File: src/rtl/ifu_fetch_ctrl_pkg.sv
`default_nettype none
// ============================================================================
//  Module   : ifu_fetch_ctrl_pkg
//  Purpose  : Shared constants and FSM encoding for the rvseed IFU fetch path.
//  Revision : 1.0  initial release
// ============================================================================
package ifu_fetch_ctrl_pkg;

    localparam int          IFU_CPU_WIDTH = 32;
    localparam logic [31:0] IFU_NOP_INST  = 32'h0000_0013;
    localparam int          IFU_PC_INCR   = 4;

    typedef enum logic [1:0] {
        IDLE = 2'd0,
        REQ  = 2'd1,
        WAIT = 2'd2
    } ifu_state_e;

    // A new fetch may start only while the core is enabled and decode can accept.
    function automatic logic ifu_can_fetch(input logic enable, input logic idu_stall);
        return enable & ~idu_stall;
    endfunction

endpackage : ifu_fetch_ctrl_pkg
`default_nettype wire

File: src/rtl/ifu_fetch_ctrl_pc_gen.sv
`default_nettype none
// ============================================================================
//  Module   : ifu_pc_gen
//  Purpose  : Fetch PC register with redirect / +4 / hold selection.
//  Revision : 1.0  initial release
// ============================================================================
module ifu_pc_gen
    import ifu_fetch_ctrl_pkg::*;
#(
    parameter int                   CPU_WIDTH = IFU_CPU_WIDTH,
    parameter logic [CPU_WIDTH-1:0] RESET_PC  = '0
) (
    input  logic                 clk,
    input  logic                 rst_n,
    input  logic                 redirect_en_i,
    input  logic [CPU_WIDTH-1:0] redirect_pc_i,
    input  logic                 advance_i,
    output logic [CPU_WIDTH-1:0] pc_o
);

    localparam logic [CPU_WIDTH-1:0] ALIGN_MASK = {{(CPU_WIDTH-2){1'b1}}, 2'b00};

    logic [CPU_WIDTH-1:0] pc_q;
    logic [CPU_WIDTH-1:0] pc_d;

    // Redirect wins over the sequential increment; the adder wraps naturally.
    always_comb begin
        pc_d = pc_q;
        if (redirect_en_i) begin
            pc_d = redirect_pc_i & ALIGN_MASK;
        end else if (advance_i) begin
            pc_d = pc_q + CPU_WIDTH'(IFU_PC_INCR);
        end
    end

    always_ff @(posedge clk or negedge rst_n) begin
        if (!rst_n) begin
            pc_q <= RESET_PC;
        end else begin
            pc_q <= pc_d;
        end
    end

    assign pc_o = pc_q;

endmodule : ifu_pc_gen
`default_nettype wire

File: src/rtl/ifu_fetch_ctrl.sv
`default_nettype none
// ============================================================================
//  Module   : ifu_fetch_ctrl
//  Purpose  : rvseed instruction fetch controller (imem req/gnt/rvalid to IDU).
//             Optional macro IFU_FETCH_CNT_EN adds the ifu_fetch_cnt output.
//  Revision : 1.0  initial release
// ============================================================================
module ifu_fetch_ctrl
    import ifu_fetch_ctrl_pkg::*;
#(
    parameter int                   CPU_WIDTH = IFU_CPU_WIDTH,
    parameter logic [CPU_WIDTH-1:0] RESET_PC  = '0,
    parameter logic [CPU_WIDTH-1:0] NOP_INST  = CPU_WIDTH'(IFU_NOP_INST)
) (
    input  logic                 clk,
    input  logic                 rst_n,
    input  logic                 enable,
    input  logic                 idu_stall,
    input  logic                 redirect_en,
    input  logic [CPU_WIDTH-1:0] redirect_pc,
    output logic                 imem_req,
    output logic [CPU_WIDTH-1:0] imem_addr,
    input  logic                 imem_gnt,
    input  logic                 imem_rvalid,
    input  logic [CPU_WIDTH-1:0] imem_rdata,
    output logic                 ifu_start_en,
    output logic                 ifu_done_en,
    output logic [CPU_WIDTH-1:0] ifu_inst_pc,
    output logic [CPU_WIDTH-1:0] ifu_inst
`ifdef IFU_FETCH_CNT_EN
    ,
    output logic [31:0]          ifu_fetch_cnt
`endif
);

    ifu_state_e           state_q;
    ifu_state_e           state_d;
    logic                 drop_q;
    logic                 drop_d;
    logic                 start_q;
    logic                 start_d;
    logic                 done_q;
    logic [CPU_WIDTH-1:0] inst_q;
    logic [CPU_WIDTH-1:0] inst_pc_q;
    logic [CPU_WIDTH-1:0] w_pc;
    logic                 w_go;
    logic                 w_capture;

    assign w_go = ifu_can_fetch(enable, idu_stall);

    ifu_pc_gen #(
        .CPU_WIDTH (CPU_WIDTH),
        .RESET_PC  (RESET_PC)
    ) u_pc_gen (
        .clk           (clk),
        .rst_n         (rst_n),
        .redirect_en_i (redirect_en),
        .redirect_pc_i (redirect_pc),
        .advance_i     (w_capture),
        .pc_o          (w_pc)
    );

    // A redirect that lands after the request is committed to memory cannot
    // cancel it, so the drop flag swallows the matching response instead.
    always_comb begin
        state_d   = state_q;
        drop_d    = drop_q;
        w_capture = 1'b0;
        case (state_q)
            IDLE: begin
                if (w_go) begin
                    state_d = REQ;
                end
            end
            REQ: begin
                if (imem_gnt) begin
                    state_d = WAIT;
                    if (redirect_en) begin
                        drop_d = 1'b1;
                    end
                end
            end
            WAIT: begin
                if (imem_rvalid) begin
                    drop_d    = 1'b0;
                    w_capture = ~drop_q & ~redirect_en;
                    state_d   = w_go ? REQ : IDLE;
                end else if (redirect_en) begin
                    drop_d = 1'b1;
                end
            end
            default: begin
                state_d = IDLE;
                drop_d  = 1'b0;
            end
        endcase
        start_d = (state_d == REQ) && (state_q != REQ);
    end

    always_ff @(posedge clk or negedge rst_n) begin
        if (!rst_n) begin
            state_q <= IDLE;
            drop_q  <= 1'b0;
            start_q <= 1'b0;
            done_q  <= 1'b0;
        end else begin
            state_q <= state_d;
            drop_q  <= drop_d;
            start_q <= start_d;
            done_q  <= w_capture;
        end
    end

    always_ff @(posedge clk or negedge rst_n) begin
        if (!rst_n) begin
            inst_q    <= NOP_INST;
            inst_pc_q <= '0;
        end else if (w_capture) begin
            inst_q    <= imem_rdata;
            inst_pc_q <= w_pc;
        end
    end

`ifdef IFU_FETCH_CNT_EN
    logic [31:0] fetch_cnt_q;

    // Counts alongside done so the value is current in the same cycle.
    always_ff @(posedge clk or negedge rst_n) begin
        if (!rst_n) begin
            fetch_cnt_q <= '0;
        end else if (w_capture) begin
            fetch_cnt_q <= fetch_cnt_q + 32'd1;
        end
    end

    assign ifu_fetch_cnt = fetch_cnt_q;
`endif

    assign imem_req     = (state_q == REQ);
    assign imem_addr    = w_pc;
    assign ifu_start_en = start_q;
    assign ifu_done_en  = done_q;
    assign ifu_inst     = inst_q;
    assign ifu_inst_pc  = inst_pc_q;

endmodule : ifu_fetch_ctrl
`default_nettype wire

File: config.mk
export PLATFORM = sky130hd
export DESIGN_NAME = ifu_fetch_ctrl
export DESIGN_NICKNAME = d
export VERILOG_FILES = /design/src/rtl/ifu_fetch_ctrl_pkg.sv /design/src/rtl/ifu_fetch_ctrl_pc_gen.sv /design/src/rtl/ifu_fetch_ctrl.sv
export SDC_FILE = /design/constraint.sdc
export NUM_CORES = 1
export LEC_CHECK = 0
export CORE_ASPECT_RATIO = 1.1
export CORE_MARGIN = 4
export CORE_UTILIZATION = 45
export CTS_BUF_LIST = sky130_fd_sc_hd__clkbuf_8
export CTS_CLUSTER_DIAMETER = 150
export DETAILED_ROUTE_END_ITERATION = 8
export GPL_TIMING_DRIVEN = 1
export PLACE_DENSITY = 0.91
export REMOVE_ABC_BUFFERS = 1
export SLEW_MARGIN = 20
export SYNTH_ARGS = -nofsm -noshare
export SYNTH_HDL_FRONTEND = slang
export SYNTH_HIERARCHICAL = 1
export SYNTH_SLANG_ARGS = --single-unit
export TNS_END_PERCENT = 30
File: constraint.sdc
create_clock -name clk -period 3.3 [get_ports clk]
set_input_delay 0.495 -clock clk [delete_from_list [all_inputs] [get_ports clk]]
set_output_delay 0.495 -clock clk [all_outputs]
set_load 0.02 [all_outputs]
Yosys cells after proc, flatten, opt, wreduce, memory -nomap -nowiden
Index checks and enable logic that the tools add are counted.

$add $sub $neg: 1. Equality and inequality tests: 5. Muxes and demuxes: 13. Bitwise operators: 6. Reduce and logical (&&, ||, !) cells: 4.

Operator list (count): $mux 32 (2); $add 32x3->32 const B (1); $mux 1 (6); $mux 2 (3); $pmux 2 s3 (1); $eq 2x1->1 const B (2); $ne 2x1->1 const B (2); $not 1->1 (4); $pmux 1 s3 (1); $and 1x1->1 (2); $eq 2x2->1 const B (1); $logic_not 2->1 (1); $reduce_and 2->1 (1); $reduce_bool 2->1 (1); $logic_and 1x1->1 (1).

Flip-flop bits (word level): 101. Bits of input ports: 71. Output and inout port bits: 99. Word-level logic and storage cells: 36.

Logic depth before layout (Yosys ltp)
Gate-level depths: netlist of run 1.

Depth in word-level cells: 7. Gate-level depth with buffers: 12. Gate-level depth less buffers: 9.

Hierarchy
Netlist of run 1, hierarchy kept.

By module, submodules not included: ifu_fetch_ctrl (instances 1, cells each 165, area each 2692.6 µm², seq. area each 1730.4 µm²); ifu_pc_gen (instances 1, cells each 192, area each 1729.2 µm², seq. area each 750.7 µm²).

Worst setup path before layout of run 1
Ideal clock, no wire load.

Path type: flip-flop to flip-flop. From: register state_q[0]. To: register u_pc_gen.pc_q[28] (netlist: u_pc_gen/pc_o[28]). Setup time: 125 ps. Arrival time: 2248 ps. Required time: 3175 ps. Path slack: 927 ps. Cell stages (with the launch flop): 12. Path buffers: 2. Period minus slack after synthesis: 2373 ps. Cells stage by stage: dfrtp_1 > inv_1 > ha_1 > nand2_1 > nor3_2 > buf_4 > buf_6 > and3_1 > nand3_1 > nor4_1 > xor2_1 > mux2_2.

Cells in the longest elaborated chain, start to end: 3.

RTL lines: from (decl) (line ifu_fetch_ctrl.sv:36) `ifu_state_e state_q;`; from (signal assigned) (line ifu_fetch_ctrl.sv:107) `state_q <= state_d;`; $eq 2x2->1 (line ifu_fetch_ctrl.sv:69) `case (state_q)`; $mux 1 (line ifu_fetch_ctrl.sv:69); via w_capture (line ifu_fetch_ctrl.sv:47) `logic w_capture;`; $reduce_bool 2->1 (no line); to (signal assigned) (line ifu_fetch_ctrl_pc_gen.sv:40) `pc_q <= pc_d;`; to (decl) (line ifu_fetch_ctrl_pc_gen.sv:23) `logic [CPU_WIDTH-1:0] pc_q;`.

The timed path passes the listed nets, and every way through them passes these cells. A chain may end at the register's enable or synchronous reset.

Worst setup path in the final report of run 1
From: register state_q[0]. To: register u_pc_gen.pc_q[19] (netlist: u_pc_gen/pc_o[19]).

Cells in the longest elaborated chain, start to end: 3.

RTL lines (line): $eq 2x2->1 (ifu_fetch_ctrl.sv:69); $mux 1 (ifu_fetch_ctrl.sv:69); $reduce_bool 2->1 (no line).

No other way between the ends.

==> flow_metrics.env, run 1 <==
export IMPL_post_place_cells=629
export IMPL_end_kind="register"
export IMPL_finalPower_mw=4.64
export IMPL_cts_reportedPaths_clkPinSlew_ps=90
export IMPL_yosysMostFrequentCell="dfrtp_1"
export IMPL_netlist_instances=357
export IMPL_status="finished clean"
export IMPL_synth_area_top_cells="dfrtp_1, mux2_1, xnor2_1"
export IMPL_rows=37
export IMPL_synth_mux_area_fraction=0.168
export IMPL_routed_wl_um=10400
export IMPL_timing_final_ws_setup_ps=783
export IMPL_synth_edf_count=0
export IMPL_hold_class="in -> async"
export IMPL_num_vias=3233
export IMPL_area_growth_pct=43.2
export IMPL_die_area_um2=11500
export IMPL_async_flop_share=1.00
export IMPL_io_pins=170
export IMPL_wl_per_cell_um=16.1
export IMPL_ys_seq_area_frac=0.561
export IMPL_antenna_found_initial=0
export IMPL_slew_viol_final=0
export IMPL_synthAdderAreaFrac=0.0141
export IMPL_finalClockSkew_ps=11.4
export IMPL_drive_gt1_frac=0.0720
export IMPL_netlist_area_leader_share=0.543
export IMPL_fmax_mhz=397
export IMPL_htreeDepth=3
export IMPL_finalSetupViolCount=0
export IMPL_yosys_top_cells_count="dfrtp_1, mux2_1, nand2_1, o21ai_0, xnor2_1"
export IMPL_drt_iter0_drc=88
export IMPL_synth_area_um2=4420
export IMPL_pre_cts_ws_ps=482
export IMPL_cp_max_fo=9
export IMPL_viasPerCell=5.01
export IMPL_cts_buffers=9
export IMPL_cts_root_buf="clkbuf_8"
export IMPL_yosys_warnings=6
export IMPL_whs_ps=260
export IMPL_crit_arrival_ps=2750
export IMPL_max_slew_margin_rel=0.414
export IMPL_n_fill_cell=716
export IMPL_power_density_nw_per_um2=733
export IMPL_yosys_most_used_dff="dfrtp_1"
export IMPL_irDropWorstVdd_mv=0.434
export IMPL_hold_violations=0
export IMPL_grt_pass1_vias=3325
export IMPL_worstSkewPairLatency_ps=360
export IMPL_cts_hold_buf=0
export IMPL_synth_top_family_by_area="multiplexers"
export IMPL_ys_seq_elements=99
export IMPL_yosys_cell_types_count=40
export IMPL_grt_first_pass_wirelength_um=16800
export IMPL_grt_ovfl_total=0
export IMPL_place_gp_congestion=0.758
export IMPL_clock_sinks=99
export IMPL_post_cts_buffers=0
export IMPL_synth_area_per_cell_um2=12.4
export IMPL_grt_total_usage=0.186
export IMPL_worstPathRequired_ps=3530
export IMPL_path_class="reg -> reg"
export IMPL_clk_path_buf_depth=2
export IMPL_yosys_area_top_type="dfrtp_1"
export IMPL_die_x_um=103
export IMPL_die_y_um=112
export IMPL_synth_simple_area_share=0.121
export IMPL_post_route_min_period_ps=2520
export IMPL_port_buffers=165
export IMPL_start_util=0.466
export IMPL_synth_compound_area_share=0.0436
export IMPL_tritoncts="built"
export IMPL_maxCapViolations=0
export IMPL_dp_hpwl_um=7710
export IMPL_stdcell_count=645
export IMPL_antenna_cells=0
export IMPL_drt_pass1_iter_count=4
export IMPL_ant_nets=0
export IMPL_worstMarginPinSlew_ps=879
export IMPL_cts_resized=0
export IMPL_layout_nets=599
export IMPL_post_route_period_util=0.763
export IMPL_power_leakage_nw=2.68
export IMPL_rsz0062_at_grt="no"
export IMPL_critPathLaunchType="register"
export IMPL_grt_max_degree=73
export IMPL_coreArea_um2=9490
export IMPL_drc=0
export IMPL_synth_xor_area_share=0.0574
[cell families after synthesis]
logic type	Yosys count
XOR/XNOR	29
flip-flops	99
buffers and inverters	24
adder cells (fa/ha/maj)	5
multiplexers	66
AO/OA/AOI/OAI	36
other	1
AND/OR/NAND/NOR	97
[worst paths after layout]
| kind | startpoint | end | slack [ps] | cells after the start |
|---|---|---|---|---|
| setup reg to reg | state_q[0] | u_pc_gen/pc_o[19] | 780 | 9 |
| hold / removal | rst_n | ifu_inst[10] | 260 | 1 |
| hold reg to reg | ifu_inst_pc[30] | ifu_inst_pc[30] | 490 | 1 |
| setup / recovery | state_q[0] | u_pc_gen/pc_o[19] | 780 | 9 |
| min in group clk | ifu_inst_pc[30] | ifu_inst_pc[30] | 490 | 1 |
| max in group asynchronous | rst_n | u_pc_gen/pc_o[23] | 2270 | 2 |
[cell type report]
cell class	instances	area (um^2)	share of cell area
repair buffers	171	1690	0.267
inverters	7	26.3	0.00415
multi-input cells	235	1800	0.284
clock inverters	4	25.0	0.00395
flip-flops and latches	99	2480	0.392
clock buffers	12	165	0.0261
well taps	117	146	0.0231
[power by group]
group	internal (mW)	switching (mW)	leakage [nW]	total, mW
Combinational	1.05	0.971	1.35	2.02
Clock	0.334	0.397	0.0998	0.731
Sequential	1.64	0.247	1.23	1.89
Total	3.02	1.61	2.68	4.64
[worst max-delay path, cell delays in order (launching register included)]
cell	delay [ps]
dfrtp_1	420
inv_1	110
ha_1	170
nand2_1	110
nor3_4	200
nand4_2	210
or3_1	620
nor3_1	310
xnor2_1	180
o21ai_2	70
[sequential cells by signal, summed over array words and instances (netlist names)]
register	count
ifu_inst_pc	32
drop_q	1
ifu_done_en	1
state_q	2
ifu_inst	32
u_pc_gen/pc_o	30
ifu_start_en	1
[cell usage in the layout (no fill, tap or decap), drive strengths merged, types with 3 or more instances in the layout]
cell           synthesis  routed
xnor2                 21      21
nand2                 46      46
nand4                  4       4
ha                     5       5
dfstp                  3       3
nand3                  8       8
dfrtp                 96      96
a21oi                  3       3
nor3                  10      10
mux2                  65      65
nor2                   8       8
and3                   6       6
o21ai                 30      30
clkbuf                 6      12
xor2                   8       8
nor4                   7       7
buf                   11       8
clkdlybuf4s50          0     163
inv                    7       8
[layer usage]
| metal | track usage | routed length [um] | up-vias | share of wire |
|---|---|---|---|---|
| li1 | - | - | 1552 | - |
| met1 | 0.237 | 4180 | 1571 | 0.40 |
| met2 | 0.308 | 5310 | 102 | 0.51 |
| met3 | 0.0501 | 783 | 8 | 0.076 |
| met4 | 0.0516 | 90 | 0 | 0.0087 |
| met5 | 0 | 0 | - | 0 |
[stage by stage]
| stage | TNS [ps] | instance area, um^2 | util |
|---|---|---|---|
| after floorplan | -84930 | 4300 | - |
| after global placement | 0 | 6140 | 0.647 |
| after detailed placement | 0 | 6140 | 0.647 |
| after CTS | 0 | 6330 | 0.667 |
| after global routing | 0 | 6330 | 0.667 |
| final | 0 | 6330 | 0.667 |
Note: power is estimated with default switching activity, not from simulation.
==> run 2, diff against run 1 <==
CORE_UTILIZATION = 41   (was 45)
PLACE_DENSITY = 0.88   (was 0.91)
clock period = 2.2 ns   (was 3.3 ns; I/O delays follow)
==> run 2 against run 1 <==
  * Critical path type unchanged
  * Routed wire length up 8.0%
  * Sequential share of layout area down 1.9 points
  * Worst hold slack better by 190 ps
  * Critical endpoint is now u_pc_gen/pc_o[25]
  * Clock skew up 1.3 ps
  * Register-to-register slack worse by 680 ps
==> flow_metrics.env, run 2 (synthesis gave the netlist of run 1 again) <==
export IMPL_drive_gt1_frac=0.126
export IMPL_reg2reg_setup_slack_ps=100
export IMPL_die_x_um=107
export IMPL_clk_path_buf_depth=2
export IMPL_finalSetupViolCount=0
export IMPL_worstSkewPairLatency_ps=360
export IMPL_grt_pass1_vias=3636
export IMPL_start_util=0.423
export IMPL_wl_per_cell_um=16.2
export IMPL_fmax_mhz=477
export IMPL_tritoncts="built"
export IMPL_path_class="reg -> reg"
export IMPL_area_growth_pct=50.3
export IMPL_hold_violations=0
export IMPL_n_fill_cell=836
export IMPL_antenna_found_initial=0
export IMPL_end_kind="register"
export IMPL_power_density_nw_per_um2=1090
export IMPL_post_route_period_util=0.953
export IMPL_grt_ovfl_total=0
export IMPL_ant_nets=0
export IMPL_rows=39
export IMPL_rsz0062_at_grt="yes"
export IMPL_timing_final_ws_setup_ps=103
export IMPL_worstSetupEndpoint="u_pc_gen/pc_o[25]"
export IMPL_cts_root_buf="clkbuf_8"
export IMPL_critPathLaunchType="register"
export IMPL_drt_pass1_iter_count=5
export IMPL_whs_ps=448
export IMPL_max_slew_margin_rel=0.650
export IMPL_drt_iter0_drc=118
export IMPL_irDropWorstVdd_mv=0.607
export IMPL_cts_reportedPaths_clkPinSlew_ps=100
export IMPL_worstSetupStartpoint="state_q[0]"
export IMPL_cts_buffers=9
export IMPL_reg2regPathDepth=10
export IMPL_die_y_um=117
export IMPL_crit_arrival_ps=2330
export IMPL_layout_nets=618
export IMPL_finalClockSkew_ps=12.7
export IMPL_final_cell_mix="clkdlybuf4s50_1, dfrtp_1, mux2_1"
export IMPL_cp_max_fo=5
export IMPL_clock_sinks=99
export IMPL_coreArea_um2=10400
export IMPL_power_leakage_nw=2.83
export IMPL_grt_max_degree=61
export IMPL_viasPerCell=4.88
export IMPL_drc=0
export IMPL_maxCapViolations=0
export IMPL_dp_hpwl_um=8420
export IMPL_slew_viol_final=0
export IMPL_multi_input_comb_area_um2=1880
export IMPL_r2r_end="u_pc_gen/pc_o[25]"
export IMPL_grt_total_usage=0.184
export IMPL_reg2reg_from="state_q[0]"
export IMPL_grt_first_pass_wirelength_um=18200
export IMPL_htreeDepth=3
export IMPL_layout_commonest_cell="clkdlybuf4s50_1"
export IMPL_worstPathRequired_ps=2430
export IMPL_worstMarginPinSlew_ps=525
export IMPL_die_area_um2=12500
export IMPL_antenna_cells=0
export IMPL_regArea_um2=2480
export IMPL_place_gp_congestion=0.766
export IMPL_status="finished clean"
export IMPL_hold_class="in -> async"
export IMPL_post_route_min_period_ps=2100
export IMPL_port_buffers=165
export IMPL_num_vias=3366
export IMPL_routed_wl_um=11200
export IMPL_pre_cts_ws_ps=-272
export IMPL_io_pins=170
==> run 2: cell types whose count changed in the layout (fill, tap and decap cells not counted), moves of 2 or more <==
| cell | before | now |
|---|---|---|
| inv_1 | 8 | 6 |
| nor4_1 | 3 | 0 |
| nor4_2 | 1 | 3 |
| buf_4 | 7 | 22 |
| nor3_2 | 1 | 3 |
| nor3_1 | 8 | 5 |
==> run 2: layer usage <==
metal | global-route usage | share of wire | wire [um]
met5 | 0 | 0 | 0
met4 | 0.0716 | 0.015 | 165
met3 | 0.0466 | 0.060 | 670
met2 | 0.325 | 0.52 | 5800
met1 | 0.217 | 0.41 | 4570
==> run 2: worst min-delay path by stage <==
stage,start,endpoint,cells past startpoint
3_3_place_gp,rst_n,ifu_inst[12],1
5_1_grt,rst_n,ifu_inst[12],2
2_1_floorplan,rst_n,drop_q,0
4_1_cts,rst_n,u_pc_gen/pc_o[13],2
3_5_place_dp,rst_n,ifu_inst[2],1
6_report,rst_n,ifu_inst[2],2
==> run 2: where the power goes <==
| part | switching, mW | total, mW | internal, mW |
|---|---|---|---|
| Combinational | 1.51 | 3.14 | 1.63 |
| Sequential | 0.349 | 2.81 | 2.46 |
| Clock | 0.607 | 1.26 | 0.651 |
==> run 2: critical path, stage by stage, from the launching register on <==
cell and delay [ps]:
dfrtp_1 400, inv_2 80, ha_4 150, nand2_4 60, nor3_4 200, nand4_2 150, or3_4 380, buf_8 160
nor4_4 150, xnor2_1 150, o21ai_1 70
==> run 2: final cells by class <==
type,count,share of cell area
Clock inverter,3,0.00659
Clock buffer,13,0.0269
Multi-Input combinational cell,235,0.283
Sequential cell,99,0.373
Tap cell,143,0.0269
Timing Repair Buffer,190,0.279
Inverter,7,0.00395
==> run 2: per-stage QoR <==
step / power, mW / setup TNS [ps] / utilization / cells / area, um^2
detailed placement: 6.00 / -7340 / 0.603 / 669 / 6290
CTS: 7.31 / -5.24 / 0.631 / 689 / 6590
floorplan: 4.28 / -189430 / - / 341 / 4300
global placement: 5.86 / -1350 / 0.603 / 669 / 6290
global route: 7.64 / -96.7 / 0.636 / 690 / 6650
finish: 7.21 / 0 / 0.636 / 690 / 6650
==> run 2: timing repair <==
action | CTS | global route
hold buffers | 1 | 0
gates resized for setup | 11 | 11
cloned | 1 | 0
pin swaps | 12 | 6
endpoints found under the setup margin | 8 | 17
endpoints found under the hold margin | 30 | 0
buffers inserted | 2 | 1
==> run 3, diff against run 2 <==
GPL_TIMING_DRIVEN = 0   (was 1)
TNS_END_PERCENT = 100   (was 30)
==> run 3 against run 2 <==
  * The run now ends with negative setup slack left
  * Register-to-register slack got worse by 180 ps
  * Final cell count decreased by 0.14%
  * Worst hold slack got worse by 15 ps
  * Die area unchanged
  * Clock-buffer cell count decreased by 2
  * Routed wire length decreased by 1.0%
  * Largest power group unchanged
  * Highest routed layer unchanged
==> flow_metrics.env, run 3 (synthesis gave the netlist of run 1 again) <==
export IMPL_cp_depth=11
export IMPL_seq_power_share=0.400
export IMPL_layout_nets=617
export IMPL_num_vias=3364
export IMPL_reg2regPathDepth=11
export IMPL_whs_ps=433
export IMPL_tns_ps=-301
export IMPL_grt_ovfl_total=0
export IMPL_crit_family="simple AND/OR/NAND/NOR gates"
export IMPL_grt_pass1_vias=3561
export IMPL_end_kind="register"
export IMPL_ant_nets=0
export IMPL_path_cells="inv_2 > ha_4 > nand2_4 > nor3_4 > buf_12 > nand4_4 > buf_4 > or3_4 > nor3_4 > xnor2_1 > o21ai_2"
export IMPL_final_core_util=0.642
export IMPL_power_share_combinational=0.450
export IMPL_dp_hpwl_um=8230
export IMPL_area_growth_pct=51.7
export IMPL_htreeDepth=3
export IMPL_wl_per_cell_um=16.1
export IMPL_io_pins=170
export IMPL_post_route_period_util=1.03
export IMPL_rows=39
export IMPL_maxCapViolations=0
export IMPL_cts_root_buf="clkbuf_8"
export IMPL_antenna_cells=0
export IMPL_path_buf_inv=3
export IMPL_die_x_um=107
export IMPL_cts_reportedPaths_clkPinSlew_ps=90
export IMPL_routed_wl_um=11100
export IMPL_power_density_nw_per_um2=1060
export IMPL_fmax_mhz=440
export IMPL_grt_first_pass_wirelength_um=18000
export IMPL_clock_sinks=99
export IMPL_p_clk_frac=0.150
export IMPL_critPathLaunchType="register"
export IMPL_drt_pass1_iter_count=4
export IMPL_hold_class="in -> reg"
export IMPL_finalSetupViolCount=5
export IMPL_cts_buffers=9
export IMPL_clk_path_buf_depth=2
export IMPL_finalPower_mw=7.08
export IMPL_p_int_mw=4.60
export IMPL_drc=0
export IMPL_grt_total_usage=0.182
export IMPL_tritoncts="built"
export IMPL_place_gp_congestion=0.786
export IMPL_path_class="reg -> reg"
export IMPL_antenna_found_initial=0
export IMPL_power_leakage_nw=2.87
export IMPL_cp_common_cell="nor3_4"
export IMPL_drt_iter0_drc=92
export IMPL_worstPathRequired_ps=2450
export IMPL_hold_violations=0
export IMPL_drive_gt1_frac=0.123
export IMPL_wl_met3_um=678
export IMPL_crit_arrival_ps=2520
export IMPL_finalClockSkew_ps=9.73
export IMPL_start_util=0.423
export IMPL_drt_met1_wl_um=4550
export IMPL_swShare=0.350
export IMPL_viasPerCell=4.88
export IMPL_port_buffers=165
export IMPL_timing_final_ws_setup_ps=-74.2
export IMPL_status="finished, violations left"
export IMPL_wl_met2_um=5720
export IMPL_rsz0062_at_grt="yes"
export IMPL_slew_viol_final=0
export IMPL_crit_slowest_cell="dfrtp_1"
export IMPL_violations="negative setup slack"
export IMPL_worstSkewPairLatency_ps=360
export IMPL_hold_depth=3
export IMPL_max_stage_delay_ps=410
export IMPL_die_area_um2=12500
export IMPL_irDropWorstVdd_mv=0.459
export IMPL_final_cell_mix="clkdlybuf4s50_1, dfrtp_1, mux2_1"
export IMPL_cp_max_fo=6
export IMPL_p_switching_mw=2.48
export IMPL_layout_commonest_cell="clkdlybuf4s50_1"
export IMPL_die_y_um=117
export IMPL_grt_max_degree=58
export IMPL_highest_signal_layer="met4"
export IMPL_coreArea_um2=10400
export IMPL_post_route_min_period_ps=2270
[run 3: metal layers]
layer  vias up  global-route usage
met5         -                   0
met4         0              0.0588
met3        11              0.0417
met2       103               0.327
met1      1656               0.218
li1       1594                   -
[run 3: timing repair]
action / CTS / global route
endpoints found under the setup margin: 49 / 21
hold buffers: 1 / 0
hold endpoints to repair: 42 / 0
cloned: 1 / 0
gates resized for setup: 16 / 11
buffers inserted: 9 / 7
pin swaps: 10 / 7
[run 3: area by class of cell]
type,count,area (um^2)
fillers,832,3730
flip-flops and latches,99,2480
multi-input cells,236,1940
repair buffers,188,1910
well taps,143,179
clock buffers,11,151
inverters,7,26.3
clock inverters,5,21.3
[run 3: stage by stage]
stage | instances | worst slack (ps) | instance area (um^2)
6_report | 689 | -74.2 | 6710
3_3_place_gp | 649 | -5960 | 6130
2_1_floorplan | 341 | -2860 | 4300
3_5_place_dp | 655 | -990 | 6260
4_1_cts | 682 | -125 | 6600
5_1_grt | 689 | -204 | 6710
[run 3: power by group through the flow]
stage | clock network (mW) | logic [mW] | registers [mW]
after floorplan | 0 | 0.695 | 3.59
after global routing | 1.18 | 3.40 | 2.93
after global placement | 0 | 3.00 | 2.82
after CTS | 1.10 | 3.20 | 2.84
final | 1.06 | 3.19 | 2.83
after detailed placement | 0 | 3.11 | 2.88
[run 3: worst paths after layout]
kind | from | endpoint | slack (ps)
worst max-delay path | state_q[0] | u_pc_gen/pc_o[19] | -70
worst min register to register | ifu_inst_pc[23] | ifu_inst_pc[23] | 490
worst max register to register | state_q[0] | u_pc_gen/pc_o[19] | -70
worst min-delay path | redirect_en | u_pc_gen/pc_o[25] | 430
max in group asynchronous | rst_n | ifu_inst[1] | 1070
min in group asynchronous | rst_n | ifu_inst_pc[29] | 450
[run 3: worst min-delay path: cells and delay by family]
kind	cells	cell delay [ps]
buffers and inverters	1	260
and+or+nand+nor	1	110
AOI/OAI and AO/OA	1	50
